### src/rtl/traffic_phase_sequencer.sv
// traffic_phase_sequencer
//   Two-road intersection controller. Steps the lamps of road A and road B
//   through a fixed six-phase cycle timed in one-second ticks. It exports the
//   remaining phase time as two BCD digits for the seven-segment decoders, and
//   a pedestrian request shortens the current green phase.
//
// Optional feature: define TLS_NIGHT_FLASH_EN to add the night-flash mode
//   (extra input 'night', phase code 6 = FLASH).
//
// Ports:
//   clk         in   system clock
//   reset       in   asynchronous, active-high reset
//   ped_req     in   pedestrian request (level, sampled every clk)
//   night       in   night-flash request (only with TLS_NIGHT_FLASH_EN)
//   green_a/yellow_a/red_a   out  road A lamps
//   green_b/yellow_b/red_b   out  road B lamps
//   phase       out  [2:0] current phase code
//   digit_tens  out  [3:0] BCD tens of remaining ticks
//   digit_ones  out  [3:0] BCD ones of remaining ticks
//   ped_ack     out  one-clk pulse when a pending request is consumed
//
// FSM states:
//   state      | meaning
//   A_GREEN  0 | road A green, road B red
//   A_YELLOW 1 | road A yellow, road B red
//   ALL_RED_1 2| clearance after road A
//   B_GREEN  3 | road B green, road A red
//   B_YELLOW 4 | road B yellow, road A red
//   ALL_RED_2 5| clearance after road B; reset state
//   FLASH    6 | night mode, both yellows blink (optional)
//   7 (and 6 without the option) recover to ALL_RED_2

module traffic_phase_sequencer #(
  parameter int TICK_DIV  = 50_000_000,
  parameter int GREEN_S   = 25,
  parameter int YELLOW_S  = 3,
  parameter int ALL_RED_S = 2,
  parameter int PED_MIN_S = 5
) (
  input  logic       clk,
  input  logic       reset,
  input  logic       ped_req,
`ifdef TLS_NIGHT_FLASH_EN
  input  logic       night,
`endif
  output logic       green_a,
  output logic       yellow_a,
  output logic       red_a,
  output logic       green_b,
  output logic       yellow_b,
  output logic       red_b,
  output logic [2:0] phase,
  output logic [3:0] digit_tens,
  output logic [3:0] digit_ones,
  output logic       ped_ack
);

  localparam logic [2:0] A_GREEN   = 3'd0;
  localparam logic [2:0] A_YELLOW  = 3'd1;
  localparam logic [2:0] ALL_RED_1 = 3'd2;
  localparam logic [2:0] B_GREEN   = 3'd3;
  localparam logic [2:0] B_YELLOW  = 3'd4;
  localparam logic [2:0] ALL_RED_2 = 3'd5;
  localparam logic [2:0] FLASH     = 3'd6;

  localparam int            PW        = $clog2(TICK_DIV);
  localparam logic [PW-1:0] TICK_LAST = PW'(TICK_DIV - 1);

  localparam logic [6:0] GREEN_D   = 7'(GREEN_S);
  localparam logic [6:0] YELLOW_D  = 7'(YELLOW_S);
  localparam logic [6:0] ALL_RED_D = 7'(ALL_RED_S);
  localparam logic [6:0] PED_MIN_D = 7'(PED_MIN_S);

  // Lamp vector order: {green_a, yellow_a, red_a, green_b, yellow_b, red_b}
  localparam logic [5:0] LAMPS_ALL_RED = 6'b001_001;

  logic [PW-1:0] presc_q, presc_d;
  logic [2:0]    phase_q, phase_d;
  logic [6:0]    remain_q, remain_d;
  logic          ped_pending_q, ped_pending_d;
  logic          ped_ack_q, ped_ack_d;
  logic [5:0]    lamps_q, lamps_d;
  logic [3:0]    tens_q, tens_d;
  logic [3:0]    ones_q, ones_d;
`ifdef TLS_NIGHT_FLASH_EN
  logic          flash_q, flash_d;
`endif

  logic          tick;
  logic          last_tick;
  logic          ped_eff;
  logic [2:0]    next_ph;

  function automatic logic [2:0] next_phase(input logic [2:0] p);
    case (p)
      A_GREEN:   next_phase = A_YELLOW;
      A_YELLOW:  next_phase = ALL_RED_1;
      ALL_RED_1: next_phase = B_GREEN;
      B_GREEN:   next_phase = B_YELLOW;
      B_YELLOW:  next_phase = ALL_RED_2;
      default:   next_phase = A_GREEN;
    endcase
  endfunction

  function automatic logic [6:0] dur_of(input logic [2:0] p);
    case (p)
      A_GREEN, B_GREEN:   dur_of = GREEN_D;
      A_YELLOW, B_YELLOW: dur_of = YELLOW_D;
      default:            dur_of = ALL_RED_D;
    endcase
  endfunction

  always_comb begin
    tick      = (presc_q == TICK_LAST);
    presc_d   = tick ? '0 : presc_q + 1'b1;
    last_tick = tick && (remain_q == 7'd1);
    // A request on the same clk as a green cycle is acted on at once.
    ped_eff   = ped_pending_q | ped_req;
    next_ph   = next_phase(phase_q);

    phase_d       = phase_q;
    remain_d      = remain_q;
    ped_pending_d = ped_eff;
    ped_ack_d     = 1'b0;
`ifdef TLS_NIGHT_FLASH_EN
    flash_d       = flash_q;
`endif

    case (phase_q)
      A_GREEN, A_YELLOW, ALL_RED_1, B_GREEN, B_YELLOW, ALL_RED_2: begin
        if (last_tick) begin
`ifdef TLS_NIGHT_FLASH_EN
          if (night) begin
            phase_d       = FLASH;
            remain_d      = '0;
            flash_d       = 1'b1;
            ped_pending_d = 1'b0;
          end else begin
            phase_d  = next_ph;
            remain_d = dur_of(next_ph);
          end
`else
          phase_d  = next_ph;
          remain_d = dur_of(next_ph);
`endif
        end else if ((phase_q == A_GREEN || phase_q == B_GREEN) && ped_eff) begin
          if (remain_q > PED_MIN_D) remain_d = PED_MIN_D;
          ped_pending_d = 1'b0;
          ped_ack_d     = 1'b1;
        end else if (tick) begin
          remain_d = remain_q - 7'd1;
        end
      end
`ifdef TLS_NIGHT_FLASH_EN
      FLASH: begin
        ped_pending_d = 1'b0;
        if (tick) begin
          if (!night) begin
            phase_d  = ALL_RED_2;
            remain_d = ALL_RED_D;
            flash_d  = 1'b0;
          end else begin
            flash_d = ~flash_q;
          end
        end
      end
`endif
      default: begin
        phase_d  = ALL_RED_2;
        remain_d = ALL_RED_D;
      end
    endcase
  end

  // Lamps and digits are decoded from the next state so the registered
  // outputs line up with phase/remain on the same clk.
  always_comb begin
    lamps_d = LAMPS_ALL_RED;
    case (phase_d)
      A_GREEN:  lamps_d = 6'b100_001;
      A_YELLOW: lamps_d = 6'b010_001;
      B_GREEN:  lamps_d = 6'b001_100;
      B_YELLOW: lamps_d = 6'b001_010;
`ifdef TLS_NIGHT_FLASH_EN
      FLASH:    lamps_d = {1'b0, flash_d, 1'b0, 1'b0, flash_d, 1'b0};
`endif
      default:  lamps_d = LAMPS_ALL_RED;
    endcase

    tens_d = 4'(remain_d / 7'd10);
    ones_d = 4'(remain_d % 7'd10);
`ifdef TLS_NIGHT_FLASH_EN
    if (phase_d == FLASH) begin
      tens_d = 4'hF;
      ones_d = 4'hF;
    end
`endif
  end

  always_ff @(posedge clk or posedge reset) begin
    if (reset) begin
      presc_q       <= '0;
      phase_q       <= ALL_RED_2;
      remain_q      <= ALL_RED_D;
      ped_pending_q <= 1'b0;
      ped_ack_q     <= 1'b0;
      lamps_q       <= LAMPS_ALL_RED;
      tens_q        <= 4'(ALL_RED_D / 7'd10);
      ones_q        <= 4'(ALL_RED_D % 7'd10);
    end else begin
      presc_q       <= presc_d;
      phase_q       <= phase_d;
      remain_q      <= remain_d;
      ped_pending_q <= ped_pending_d;
      ped_ack_q     <= ped_ack_d;
      lamps_q       <= lamps_d;
      tens_q        <= tens_d;
      ones_q        <= ones_d;
    end
  end

`ifdef TLS_NIGHT_FLASH_EN
  always_ff @(posedge clk or posedge reset) begin
    if (reset) flash_q <= 1'b0;
    else       flash_q <= flash_d;
  end
`endif

  assign {green_a, yellow_a, red_a, green_b, yellow_b, red_b} = lamps_q;
  assign phase      = phase_q;
  assign digit_tens = tens_q;
  assign digit_ones = ones_q;
  assign ped_ack    = ped_ack_q;

endmodule
### config.mk
export PLATFORM = sky130hd
export DESIGN_NAME = traffic_phase_sequencer
export DESIGN_NICKNAME = d
export VERILOG_FILES = /design/src/rtl/traffic_phase_sequencer.sv
export SDC_FILE = /design/constraint.sdc
export NUM_CORES = 1
export LEC_CHECK = 0
export BUFFER_PORTS_ARGS = -buffer_cell sky130_fd_sc_hd__buf_4
export CORE_MARGIN = 3
export CORE_UTILIZATION = 61
export DETAILED_ROUTE_END_ITERATION = 6
export GPL_TIMING_DRIVEN = 0
export PLACE_DENSITY = 0.91
export SETUP_SLACK_MARGIN = 0.15
export SYNTH_ARGS = -nofsm -noshare
export SYNTH_HDL_FRONTEND = slang
export SYNTH_SLANG_ARGS = --single-unit
### constraint.sdc
create_clock -name clk -period 6.2 [get_ports clk]
set_input_delay 1.24 -clock clk [delete_from_list [all_inputs] [get_ports clk]]
set_output_delay 1.24 -clock clk [all_outputs]
set_load 0.005 [all_outputs]
Word level (Yosys, flattened, before mapping). Index checks and enable logic that the tools add are counted.

Flip-flop bits (word level): 52. Input port bits: 3. Output and inout bits: 18. Logic and storage cells: 53.

Add/subtract/negate cells: 2. Divide/modulo/power cells: 2. Magnitude comparators: 1. Equal/unequal tests: 13. Muxes and demuxes: 17. Bitwise logic cells: 1. Reduce and logical (&&, ||, !) cells: 9.

Operator list (number): 7-bit 2-to-1 mux (5); 26-bit by 1-bit adder with 26-bit output (second input constant) (1); 26-bit == test (second input constant) (1); 26-bit 2-to-1 mux (1); 6-bit one-hot mux with 4 select lines (1); 3-bit one-hot mux with 5 select lines (1); 3-bit by 2-bit == test with 1-bit output (second input constant) (4); 3-bit == test (second input constant) (4); 5-bit one-hot mux with 2 select lines (1); 3-bit by 1-bit == test with 1-bit output (second input constant) (3); 3-bit zero test (3); 7-bit by 4-bit divider with 7-bit output (second input constant) (1); 7-bit by 1-bit == test with 1-bit output (second input constant) (1); 7-bit by 3-bit greater-than comparator with 1-bit output (second input constant) (1); 7-bit by 4-bit modulo with 7-bit output (second input constant) (1); 7-bit by 1-bit subtractor with 7-bit output (second input constant) (1); 1-bit 2-to-1 mux (6); 3-bit 2-to-1 mux (2); 6-bit OR reduction (1); 2-bit OR reduction (2); 1-bit logical AND (2); 1-bit logical OR (1); 1-bit bitwise OR (1).

Depth between registers and ports, before layout. Gate-level depths: netlist (run 1).

Word-level depth: 8. Mapped depth: 17. Depth with buffers taken out: 15.

Worst setup path after synthesis (run 1). No wires, ideal clock.

Path type: input to register. Start point: input port ped_req. End point: register ones_q[1], in the netlist digit_ones[1]. Arrival: 3.646 ns. Required time: 6.123 ns. Setup slack: 2.476 ns. Stages: 14. Cell sequence: nor2_1 -> or3_1 -> clkbuf_1 -> o311a_1 -> a21oi_2 -> o31a_1 -> a21o_1 -> mux2i_4 -> a22oi_2 -> inv_1 -> ha_1 -> a221oi_1 -> o21ai_0 -> a31oi_1.

Cells in the longest elaborated chain, start to end: 6.

Ends and longest elaborated chain: start, declared (RTL line 42) `input logic ped_req,`; 1-bit bitwise OR (RTL line 118) `ped_eff = ped_pending_q | ped_req;`; 1-bit logical AND (RTL line 146) `end else if ((phase_q == A_GREEN || phase_q == B_GREEN) && ped_eff) begin`; 7-bit 2-to-1 mux (RTL line 146); 7-bit 2-to-1 mux (RTL line 131) `if (last_tick) begin`; 7-bit 2-to-1 mux (RTL line 129) `case (phase_q)`; 7-bit by 4-bit modulo with 7-bit output (RTL line 191) `ones_d = 4'(remain_d % 7'd10);`; named net ones_d[1] (RTL line 84) `logic [3:0] ones_q, ones_d;`; end signal, assigned (RTL line 209) `ones_q <= 4'(ALL_RED_D % 7'd10);`; end signal, assigned (RTL line 218) `ones_q <= ones_d;`; end, declared (RTL line 84).

The timed path passes the listed nets, and every way through them passes these cells.

Worst setup path in the final report (run 1).
Start point: register presc_q[10]. End point: register ones_q[1], in the netlist digit_ones[1].

Cells in the longest elaborated chain, start to end: 6.

Ends and longest elaborated chain: start, declared (RTL line 77) `logic [PW-1:0] presc_q, presc_d;`; start signal, assigned (RTL line 211) `presc_q <= presc_d;`; 26-bit == test * (RTL line 114) `tick = (presc_q == TICK_LAST);`; 7-bit 2-to-1 mux (RTL line 150) `end else if (tick) begin`; 7-bit 2-to-1 mux (RTL line 146); 7-bit 2-to-1 mux * (RTL line 131); 7-bit 2-to-1 mux * (RTL line 129); 7-bit by 4-bit modulo with 7-bit output * (RTL line 191); named net ones_d[1] (RTL line 84).

The timed path passes the listed nets; every way through them passes the cells marked *.

==> flow_metrics.tcl, run 1 <==
set metrics [dict create \
    status "complete, no violations" \
    wl_per_cell_um 15.4 \
    syn_inst 313 \
    cts_made_buffers 5 \
    switching_share 0.258 \
    path_common_cell "or4_1" \
    synth_nets 320 \
    layout_commonest_cell "dfrtp_1" \
    p_comb_frac 0.149 \
    p_leak_nw 1.48 \
    cp-end-kind "flop" \
    total_power_uw 640 \
    seqCellArea_um2 1280 \
    met3_usage 0.0441 \
    setup_viol 0 \
    cp_slowest_stage_delay_ns 0.56 \
    postCtsSetupBuffers 0 \
    worst_ep_required_time_ns 6.43 \
    drtIter0Drc 236 \
    p_sw_uw 165 \
    rsz0062_at_grt "no" \
    path_cells "or4_1, or4_4, or4_1, a211oi_2, and2_4, a311oi_2, a22oi_2, inv_1, ha_1, a221oi_1, o21ai_0, a31oi_1" \
    final_core_util 0.718 \
    syn_area_um2 2890 \
    power.density_nw_per_um2 199 \
    fmax_mhz 242 \
    htreeDepth 2 \
    final_nets 348 \
    grt_util_all_layers 0.237 \
    initial_core_util 0.645 \
    tightest_slew_ns 0.919 \
    cts_root_buf "clkbuf_8" \
    intPower_uw 475 \
    diodes 0 \
    synth.largest_area_cell "dfrtp_1" \
    clkTransAtPathRegs_ns 0.09 \
    seq_power_share 0.549 \
    core-area_um2 4470 \
    cts_hold_buf 0 \
    vdd_ir_drop_max_uv 104 \
    synthDistinctLibCells 63 \
    hold_class "reg -> reg" \
    drv_cap 0 \
    syn_to_final_growth_pct 11.2 \
    grt_antenna_before_repair 0 \
    num_vias 2453 \
    die_h_um 74.8 \
    io_buffers 20 \
    final-hold-violation-count 0 \
    synth_flop_cell "dfrtp_1" \
    drcViolationCount 0 \
    pwr-share-clk 0.303 \
    synth_area_per_cell_um2 9.23 \
    grt_max_degree 39 \
    crit_type "reg -> reg" \
    dpl.hpwl_mm 4.24 \
    grt_overflow_total 0 \
    first_pass_iters 5 \
    async_flop_share 1.00 \
    drt-total-wl_mm 6.07 \
    die-width_um 74.8 \
    cts_resized 0 \
    clockBufferDepth 2 \
    synth-seq-cells 51 \
    via_per_inst 6.24 \
    place.gp.congestion 0.878 \
    yosysSeqAreaShare 0.445 \
    met2_usage 0.373 \
    critPathMaxFanout 5 \
    ios 21 \
    grt_pass1_wl_mm 10.3 \
    slew_viol_final 0 \
    setup_tns_ns 0 \
    synth_top_cell_area_share 0.390 \
    detail-route-antenna-nets 0 \
    clk_latency_ns 0.30 \
    multi_input_area_um2 1500 \
    final_cell_mix "45 x dfrtp_1, 39 x nor2_1, 23 x nand2_1, 21 x buf_4" \
    grt_util_met1 0.332 \
    worst_setup_path_start_kind "flop" \
    grt_pass1_vias 2311 \
    num_rows 24 \
    crit_arrival_ns 4.36 \
    synth_edf_count 0 \
    ys.warnings.count 0 \
    fillers 320 \
    top_usage_layer "met2" \
    die-area_um2 5600 \
    relSlewSlack 0.381 \
    slowest_stage "or4_1" \
    synth_area_leaders "dfrtp_1 39%, dfstp_2 5.5%, nor2_1 5.1%, xor2_1 4.2%, xnor2_1 3.3%" \
    clock-sinks 51 \
    drive_gt1_frac 0.152 \
    layout_worst_path_cycle_share 0.666 \
    cts_tree "done" \
    final.min_clock_period_ns 4.13 \
    r2r_setup_slack_ns 2.07 \
    skew_ns 0.00401 \
]
-- metal layers --
layer  vias to the layer above  part of all wire
met5                         -                 0
met4                         0             0.022
met3                        15             0.054
met2                        98              0.46
met1                      1170              0.47
li1                       1170                 -
-- power groups by stage --
stage | clock network [mW] | logic [mW] | registers, mW
floorplan | 0 | 0.0670 | 0.355
global placement | 0 | 0.0910 | 0.356
detailed placement | 0 | 0.0942 | 0.356
CTS | 0.194 | 0.0947 | 0.350
global route | 0.211 | 0.107 | 0.352
finish | 0.194 | 0.0951 | 0.351
-- sequential cells by signal, summed over array words and instances, names as in the netlist --
signal,count
remain_q,6
digit_tens,4
presc_q,26
lamps_q,6
ped_pending_q,1
digit_ones,4
phase,3
ped_ack,1
-- cell usage after synthesis (2+ instances only) --
cell type	number
xor2_1	14
o21ai_1	3
or4_1	2
o211ai_1	2
and2_1	5
a31oi_1	3
nand2_1	23
nand4_1	11
mux2_2	2
o21ai_0	14
xnor2_1	11
and4_1	3
dfstp_2	6
a21oi_1	7
o31ai_1	4
buf_2	2
nor2b_1	4
o21a_1	2
nand3_1	13
inv_1	9
dfrtp_1	45
a22oi_1	2
a21oi_2	2
a21boi_0	2
and3_1	8
a211oi_1	2
nand2b_1	4
a21o_1	4
nor2_1	39
nor4_1	3
nor3_1	10
ha_1	4
or3_1	6
clkbuf_1	13
-- final timing paths --
path / from / to / cells past startpoint
max in group asynchronous: reset / remain_q[1]$_DFF_PP1_ / 3
max: presc_q[10]$_DFF_PP0_ / digit_ones[1]$_DFF_PP1_ / 12
min: presc_q[0]$_DFF_PP0_ / presc_q[0]$_DFF_PP0_ / 1
max reg2reg: presc_q[10]$_DFF_PP0_ / digit_ones[1]$_DFF_PP1_ / 12
min reg2reg: presc_q[0]$_DFF_PP0_ / presc_q[0]$_DFF_PP0_ / 1
min in group asynchronous: reset / presc_q[9]$_DFF_PP0_ / 2
-- critical path: cells and delay by family (launching register included) --
| kind | cells | cell delay (ns) |
|---|---|---|
| compound gates | 6 | 1.40 |
| fa+ha+maj | 1 | 0.24 |
| buf+inv | 1 | 0.07 |
| flops | 1 | 0.46 |
| simple gates | 4 | 1.88 |
-- layout make-up --
| cell class | instances | area share |
|---|---|---|
| multi-input cells | 236 | 0.467 |
| flip-flops and latches | 51 | 0.400 |
| repair buffers | 21 | 0.0530 |
| clock buffers | 6 | 0.0257 |
| plain buffers | 16 | 0.0207 |
| well taps | 52 | 0.0203 |
| inverters | 10 | 0.0117 |
| clock inverters | 1 | 0.00156 |
-- through the flow --
stage | setup slack [ns] | cells | hold slack [ns] | area, um2
finish | 2.07 | 393 | 0.506 | 3210
global route | 1.74 | 393 | 0.525 | 3210
CTS | 2.11 | 393 | 0.496 | 3210
detailed placement | 1.92 | 386 | 0.485 | 3120
global placement | 1.88 | 385 | 0.471 | 3100
floorplan | 2.48 | 313 | 0.451 | 2890
-- cells by family after synthesis --
kind of cell             Yosys count  synth area share
adder cells (fa/ha/maj)            4            0.0173
flip-flops                        51             0.445
multiplexers                       3            0.0156
AO/OA/AOI/OAI                     61             0.150
AND/OR/NAND/NOR                  143             0.261
XOR/XNOR                          25            0.0758
buffers and inverters             26            0.0360
Power figures use the tool's default switching activity.
==> run 2, diff against run 1 <==
Settings changed: CORE_UTILIZATION 61 to 60, PLACE_DENSITY 0.91 to 0.89.
Clock period 6.2 ns to 4.1 ns, I/O delays scaled along.
==> run 2 against run 1 <==
Effect of this change:
- via count up 4.4%
- critical path depth up 2
- utilization up 3.4 points
- sequential cell count unchanged
- wire length up 10%
- total power up 66%
- cell count up 2.8%
- cell area up 5.5%
- highest routed layer unchanged
==> flow_metrics.tcl, run 2 (synthesis gave the netlist of run 1 again) <==
set metrics [dict create \
    worstSetupStartpoint "presc_q[10]$_DFF_PP0_" \
    drv_cap 0 \
    largestRegisters "presc_q x26, lamps_q x6, remain_q x6" \
    num_rows 24 \
    tightest_slew_ns 0.976 \
    io_buffers 20 \
    cp_slowest_stage_delay_ns 0.55 \
    diodes 0 \
    clkTransAtPathRegs_ns 0.10 \
    final.min_clock_period_ns 3.89 \
    die_h_um 75.4 \
    drive_gt1_frac 0.210 \
    vdd_ir_drop_max_uv 187 \
    regMostFlops "presc_q" \
    drcViolationCount 0 \
    drt-total-wl_mm 6.68 \
    slowest_stage "or4_1" \
    ff2ff_path_depth 14 \
    setup_tns_ns 0 \
    dp_slack_ns 0.0617 \
    ios 21 \
    hold_class "in -> async" \
    core-area_um2 4500 \
    clock-sinks 51 \
    status "complete, no violations" \
    syn_to_final_growth_pct 17.3 \
    cts_made_buffers 5 \
    final_nets 358 \
    cp-end-kind "flop" \
    die-area_um2 5680 \
    p_leak_nw 1.55 \
    drtIter0Drc 286 \
    die-width_um 75.4 \
    slew_viol_final 0 \
    skew_ns 0.0116 \
    place.gp.congestion 0.897 \
    clockBufferDepth 2 \
    crit_type "reg -> reg" \
    r2r-start "presc_q[10]$_DFF_PP0_" \
    r2r_setup_slack_ns 0.21 \
    crit_arrival_ns 4.14 \
    worst_setup_path_start_kind "flop" \
    fmax_mhz 257 \
    relSlewSlack 0.343 \
    r2r-end "digit_ones[2]$_DFF_PP0_" \
    detail-route-antenna-nets 0 \
    cts_hold_buf 0 \
    clk_latency_ns 0.31 \
    path_cells "or4_1, or4_4, or4_4, a211oi_4, buf_4, buf_4, a211oi_1, o21ai_1, a22oi_2, inv_2, ha_4, a221oi_4, a221o_1, a21oi_1" \
    via_per_inst 6.34 \
    setup_ws_ns 0.206 \
    htreeDepth 2 \
    critPathMaxFanout 5 \
    grt_overflow_total 0 \
    dpl.hpwl_mm 4.32 \
    grt_util_all_layers 0.239 \
    power.density_nw_per_um2 314 \
    cts_tree "done" \
    worst_ep_required_time_ns 4.34 \
    grt_pass1_wl_mm 10.6 \
    num_vias 2562 \
    final-hold-violation-count 0 \
    grt_pass1_vias 2289 \
    layout_commonest_cell "dfrtp_1" \
    wl_per_cell_um 16.5 \
    grt_max_degree 37 \
    final_core_util 0.752 \
    cts_root_buf "clkbuf_8" \
    rsz0062_at_grt "no" \
    setup_viol 0 \
    seqCellArea_um2 1280 \
    layout_worst_path_cycle_share 0.950 \
    largest_register_ff_count 26 \
    grt_antenna_before_repair 0 \
    fillers 317 \
    first_pass_iters 5 \
    final_cell_mix "44 x dfrtp_1, 38 x nor2_1, 31 x buf_4, 23 x nand2_1, 14 x xor2_1" \
    initial_core_util 0.641 \
    multi_input_area_um2 1560 \
]
==> run 2: stage by stage <==
| stage | area [um2] | hold slack, ns | total power, mW | cells |
|---|---|---|---|---|
| 3_3_place_gp | 3100 | 0.473 | 0.675 | 385 |
| 4_1_cts | 3260 | 0.481 | 1.05 | 395 |
| 5_1_grt | 3390 | 0.488 | 1.11 | 404 |
| 2_1_floorplan | 2890 | 0.451 | 0.639 | 313 |
| 6_report | 3390 | 0.470 | 1.06 | 404 |
| 3_5_place_dp | 3120 | 0.486 | 0.684 | 386 |
==> run 2: per-layer routing <==
layer / share of wire / track usage / vias up
li1: - / - / 1192
met1: 0.44 / 0.335 / 1230
met2: 0.48 / 0.372 / 116
met3: 0.061 / 0.0475 / 24
met4: 0.020 / 0.0796 / 0
met5: 0 / 0 / -
==> run 2: critical path: cells and delay by family, from the launching register on <==
| family | cells | cell delay, ns |
|---|---|---|
| buffers and inverters | 3 | 0.37 |
| AO/OA/AOI/OAI | 7 | 1.23 |
| AND/OR/NAND/NOR | 3 | 1.61 |
| adder cells (fa/ha/maj) | 1 | 0.17 |
| flip-flops | 1 | 0.45 |
==> run 2: area by class of cell <==
| cell class | count | area share |
|---|---|---|
| Inverter | 10 | 0.0122 |
| Clock inverter | 2 | 0.0103 |
| Sequential cell | 51 | 0.379 |
| Buffer | 16 | 0.0203 |
| Tap cell | 52 | 0.0192 |
| Timing Repair Buffer | 31 | 0.0724 |
| Multi-Input combinational cell | 236 | 0.462 |
| Clock buffer | 6 | 0.0244 |
==> run 2: what timing repair did <==
action / CTS / global route
gates resized for setup: 3 / 14
pin swaps: 1 / 9
endpoints found under the setup margin: 2 / 4
hold endpoints to repair: 0 / 0
cloned: 0 / 0
buffers inserted: 1 / 9
==> run 2: how the worst max path moves through the flow <==
stage	end	cells past startpoint
2_1_floorplan	digit_ones[1]$_DFF_PP1_	12
3_3_place_gp	digit_ones[1]$_DFF_PP1_	12
6_report	digit_ones[2]$_DFF_PP0_	14
3_5_place_dp	digit_ones[1]$_DFF_PP1_	12
5_1_grt	digit_ones[2]$_DFF_PP0_	14
4_1_cts	digit_ones[1]$_DFF_PP1_	12
==> run 2: power by group <==
group	total [mW]	internal (mW)	switching (mW)
clock network	0.364	0.198	0.166
logic	0.171	0.0799	0.0912
registers	0.530	0.517	0.0123
==> run 3, diff against run 2 <==
Settings changed: CORE_MARGIN 3 to default, GPL_TIMING_DRIVEN 0 to default.
==> run 3 against run 2 <==
Effect of this change:
- the flow now finishes with violations (design-rule violations)
- non-clock buffer count is 12 lower
- sequential power hardly changed
- sequential share of layout area is 0.84 points higher
- first-iteration DRC count is 3.1% lower
- setup slack better by 0.034 ns
- global-route usage is 3.0 points higher
- count of clock-buffer cells in the layout stayed put
- wire length is 3.1% lower
- via count is 2.5% lower
- total power is 2.6% lower
- die area is 10% lower
- fmax is 0.89% higher
==> flow_metrics.tcl, run 3 (synthesis gave the netlist of run 1 again) <==
set metrics [dict create \
    r2r-end "digit_ones[1]$_DFF_PP1_" \
    clkTransAtPathRegs_ns 0.09 \
    num_vias 2497 \
    clockBufferDepth 2 \
    drcViolationCount 2 \
    grt_overflow_total 0 \
    intPower_uw 775 \
    slew_viol_final 0 \
    met2_usage 0.412 \
    power.density_nw_per_um2 313 \
    status "finished, violations left" \
    seq_power_share 0.511 \
    grt_pass1_wl_mm 10.7 \
    via_per_inst 6.37 \
    r2r_setup_slack_ns 0.24 \
    crit_type "reg -> reg" \
    fillers 292 \
    syn_to_final_growth_pct 14.6 \
    largestRegisters "presc_q x26, lamps_q x6, remain_q x6" \
    layout_commonest_cell "dfrtp_1" \
    dpl.hpwl_mm 4.25 \
    met3_usage 0.0619 \
    holdCritStartpoint "presc_q[0]$_DFF_PP0_" \
    final_nets 346 \
    clock-sinks 51 \
    switching_share 0.253 \
    io_buffers 20 \
    ios 21 \
    drtIter0Drc 277 \
    fmax_mhz 259 \
    crit_arrival_ns 4.08 \
    die-area_um2 5090 \
    path_common_cell "o21ai_1" \
    cts_hold_buf 0 \
    final_cell_mix "45 x dfrtp_1, 39 x nor2_1, 35 x buf_4, 23 x nand2_1, 14 x xor2_1" \
    worst_ep_required_time_ns 4.32 \
    htreeDepth 2 \
    grt_pass1_vias 2326 \
    drv_cap 0 \
    hold_path_end "presc_q[0]$_DFF_PP0_" \
    grt_util_met1 0.364 \
    wl_per_cell_um 16.5 \
    cts_root_buf "clkbuf_8" \
    slowest_stage "or4b_2" \
    p_comb_frac 0.158 \
    largest_register_ff_count 26 \
    grt_util_all_layers 0.269 \
    hold_depth 1 \
    grt_max_degree 52 \
    p_leak_nw 1.52 \
    top_usage_layer "met2" \
    path_cells "buf_4, nor4bb_1, nand4_1, or4b_2, a21oi_4, and2_1, o21ai_1, a22oi_2, inv_1, ha_4, a221oi_4, o21ai_1, a31oi_1" \
    tightest_slew_ns 1.02 \
    die_h_um 71.4 \
    skew_ns 0.00746 \
    layout_worst_path_cycle_share 0.941 \
    ff2ff_path_depth 13 \
    pwr-share-clk 0.331 \
    clk_latency_ns 0.31 \
    cp-end-kind "flop" \
    final.min_clock_period_ns 3.86 \
    die-width_um 71.4 \
    violations "design-rule violations" \
    detail-route-antenna-nets 0 \
    initial_core_util 0.645 \
    drt-total-wl_mm 6.48 \
    place.gp.congestion 0.996 \
    cts_tree "done" \
    rsz0062_at_grt "no" \
    setup_viol 0 \
    worst_setup_path_start_kind "flop" \
    final_core_util 0.740 \
    first_pass_iters 7 \
    cts_made_buffers 5 \
    final-hold-violation-count 0 \
    grt_antenna_before_repair 0 \
    whs_ns 0.486 \
    relSlewSlack 0.311 \
    critPathMaxFanout 7 \
    num_rows 24 \
    core-area_um2 4470 \
    diodes 0 \
    drive_gt1_frac 0.200 \
    cp_slowest_stage_delay_ns 0.75 \
    hold_class "reg -> reg" \
    vdd_ir_drop_max_uv 209 \
    regMostFlops "presc_q" \
    p_sw_uw 262 \
    r2r-start "presc_q[10]$_DFF_PP0_" \
    setup_tns_ns 0 \
]
run 3: cell types whose count changed in the layout (fill, tap and decap cells not counted), moves of 2 or more:
| cell | change |
|---|---|
| buf_2 | -2 |
| a211oi_2 | +2 |
| clkbuf_2 | -2 |
| buf_4 | +4 |
| clkbuf_1 | -10 |
run 3: routing by layer:
layer  wire length, um  up-vias
li1                  -     1162
met1              2720     1176
met2              3010      131
met3               526       28
met4               225        0
met5                 0        -
run 3: area by class of cell:
type                       instances  area, um2  share of cell area
clock buffer                       6       72.6              0.0219
sequential                        51       1280               0.388
timing repair buffer              35        263              0.0794
clock inverter                     2       37.5              0.0113
tap                               52       65.1              0.0197
multi-input combinational        236       1550               0.469
inverter                          10       37.5              0.0113
run 3: how the worst max path moves through the flow:
stage / from / to / slack [ns] / depth (start not counted)
after floorplan: presc_q[10]$_DFF_PP0_ / digit_ones[1]$_DFF_PP1_ / 0.42 / 12
after global placement: presc_q[10]$_DFF_PP0_ / digit_ones[1]$_DFF_PP1_ / 0.28 / 12
after detailed placement: presc_q[10]$_DFF_PP0_ / digit_ones[1]$_DFF_PP1_ / 0.12 / 12
after CTS: presc_q[10]$_DFF_PP0_ / digit_ones[1]$_DFF_PP1_ / 0.17 / 13
after global routing: presc_q[10]$_DFF_PP0_ / digit_ones[1]$_DFF_PP1_ / 0.11 / 13
final: presc_q[10]$_DFF_PP0_ / digit_ones[1]$_DFF_PP1_ / 0.24 / 13
run 3: repair_timing:
| item | 4_1_cts | 5_1_grt |
|---|---|---|
| pin swaps | 1 | 7 |
| endpoints found under the setup margin | 2 | 3 |
| buffers inserted | 0 | 7 |
| resized for setup | 2 | 7 |
run 3: through the flow:
stage               std cells  total power [mW]  worst slack, ns  cell area (um2)
finish                    392              1.04            0.240             3310
global route              392              1.08            0.115             3310
CTS                       385              1.02            0.171             3220
detailed placement        377             0.682            0.116             3100
global placement          377             0.674            0.283             3100
floorplan                 313             0.639            0.424             2890
run 3: power by group through the flow:
stage                     combinational (mW)  clock [mW]  sequential, mW
after global placement                 0.135           0           0.539
after CTS                              0.146       0.348           0.530
after global routing                   0.179       0.365           0.532
after floorplan                        0.101           0           0.537
final                                  0.164       0.343           0.530
after detailed placement               0.143           0           0.539
run 3: worst max-delay path, delay by kind of cell (launching register included):
kind / cells / cell delay (ns)
AOI/OAI and AO/OA: 6 / 1.24
adders and majority gates: 1 / 0.19
buffers and inverters: 2 / 0.26
DFF: 1 / 0.43
and+or+nand+nor: 4 / 1.64
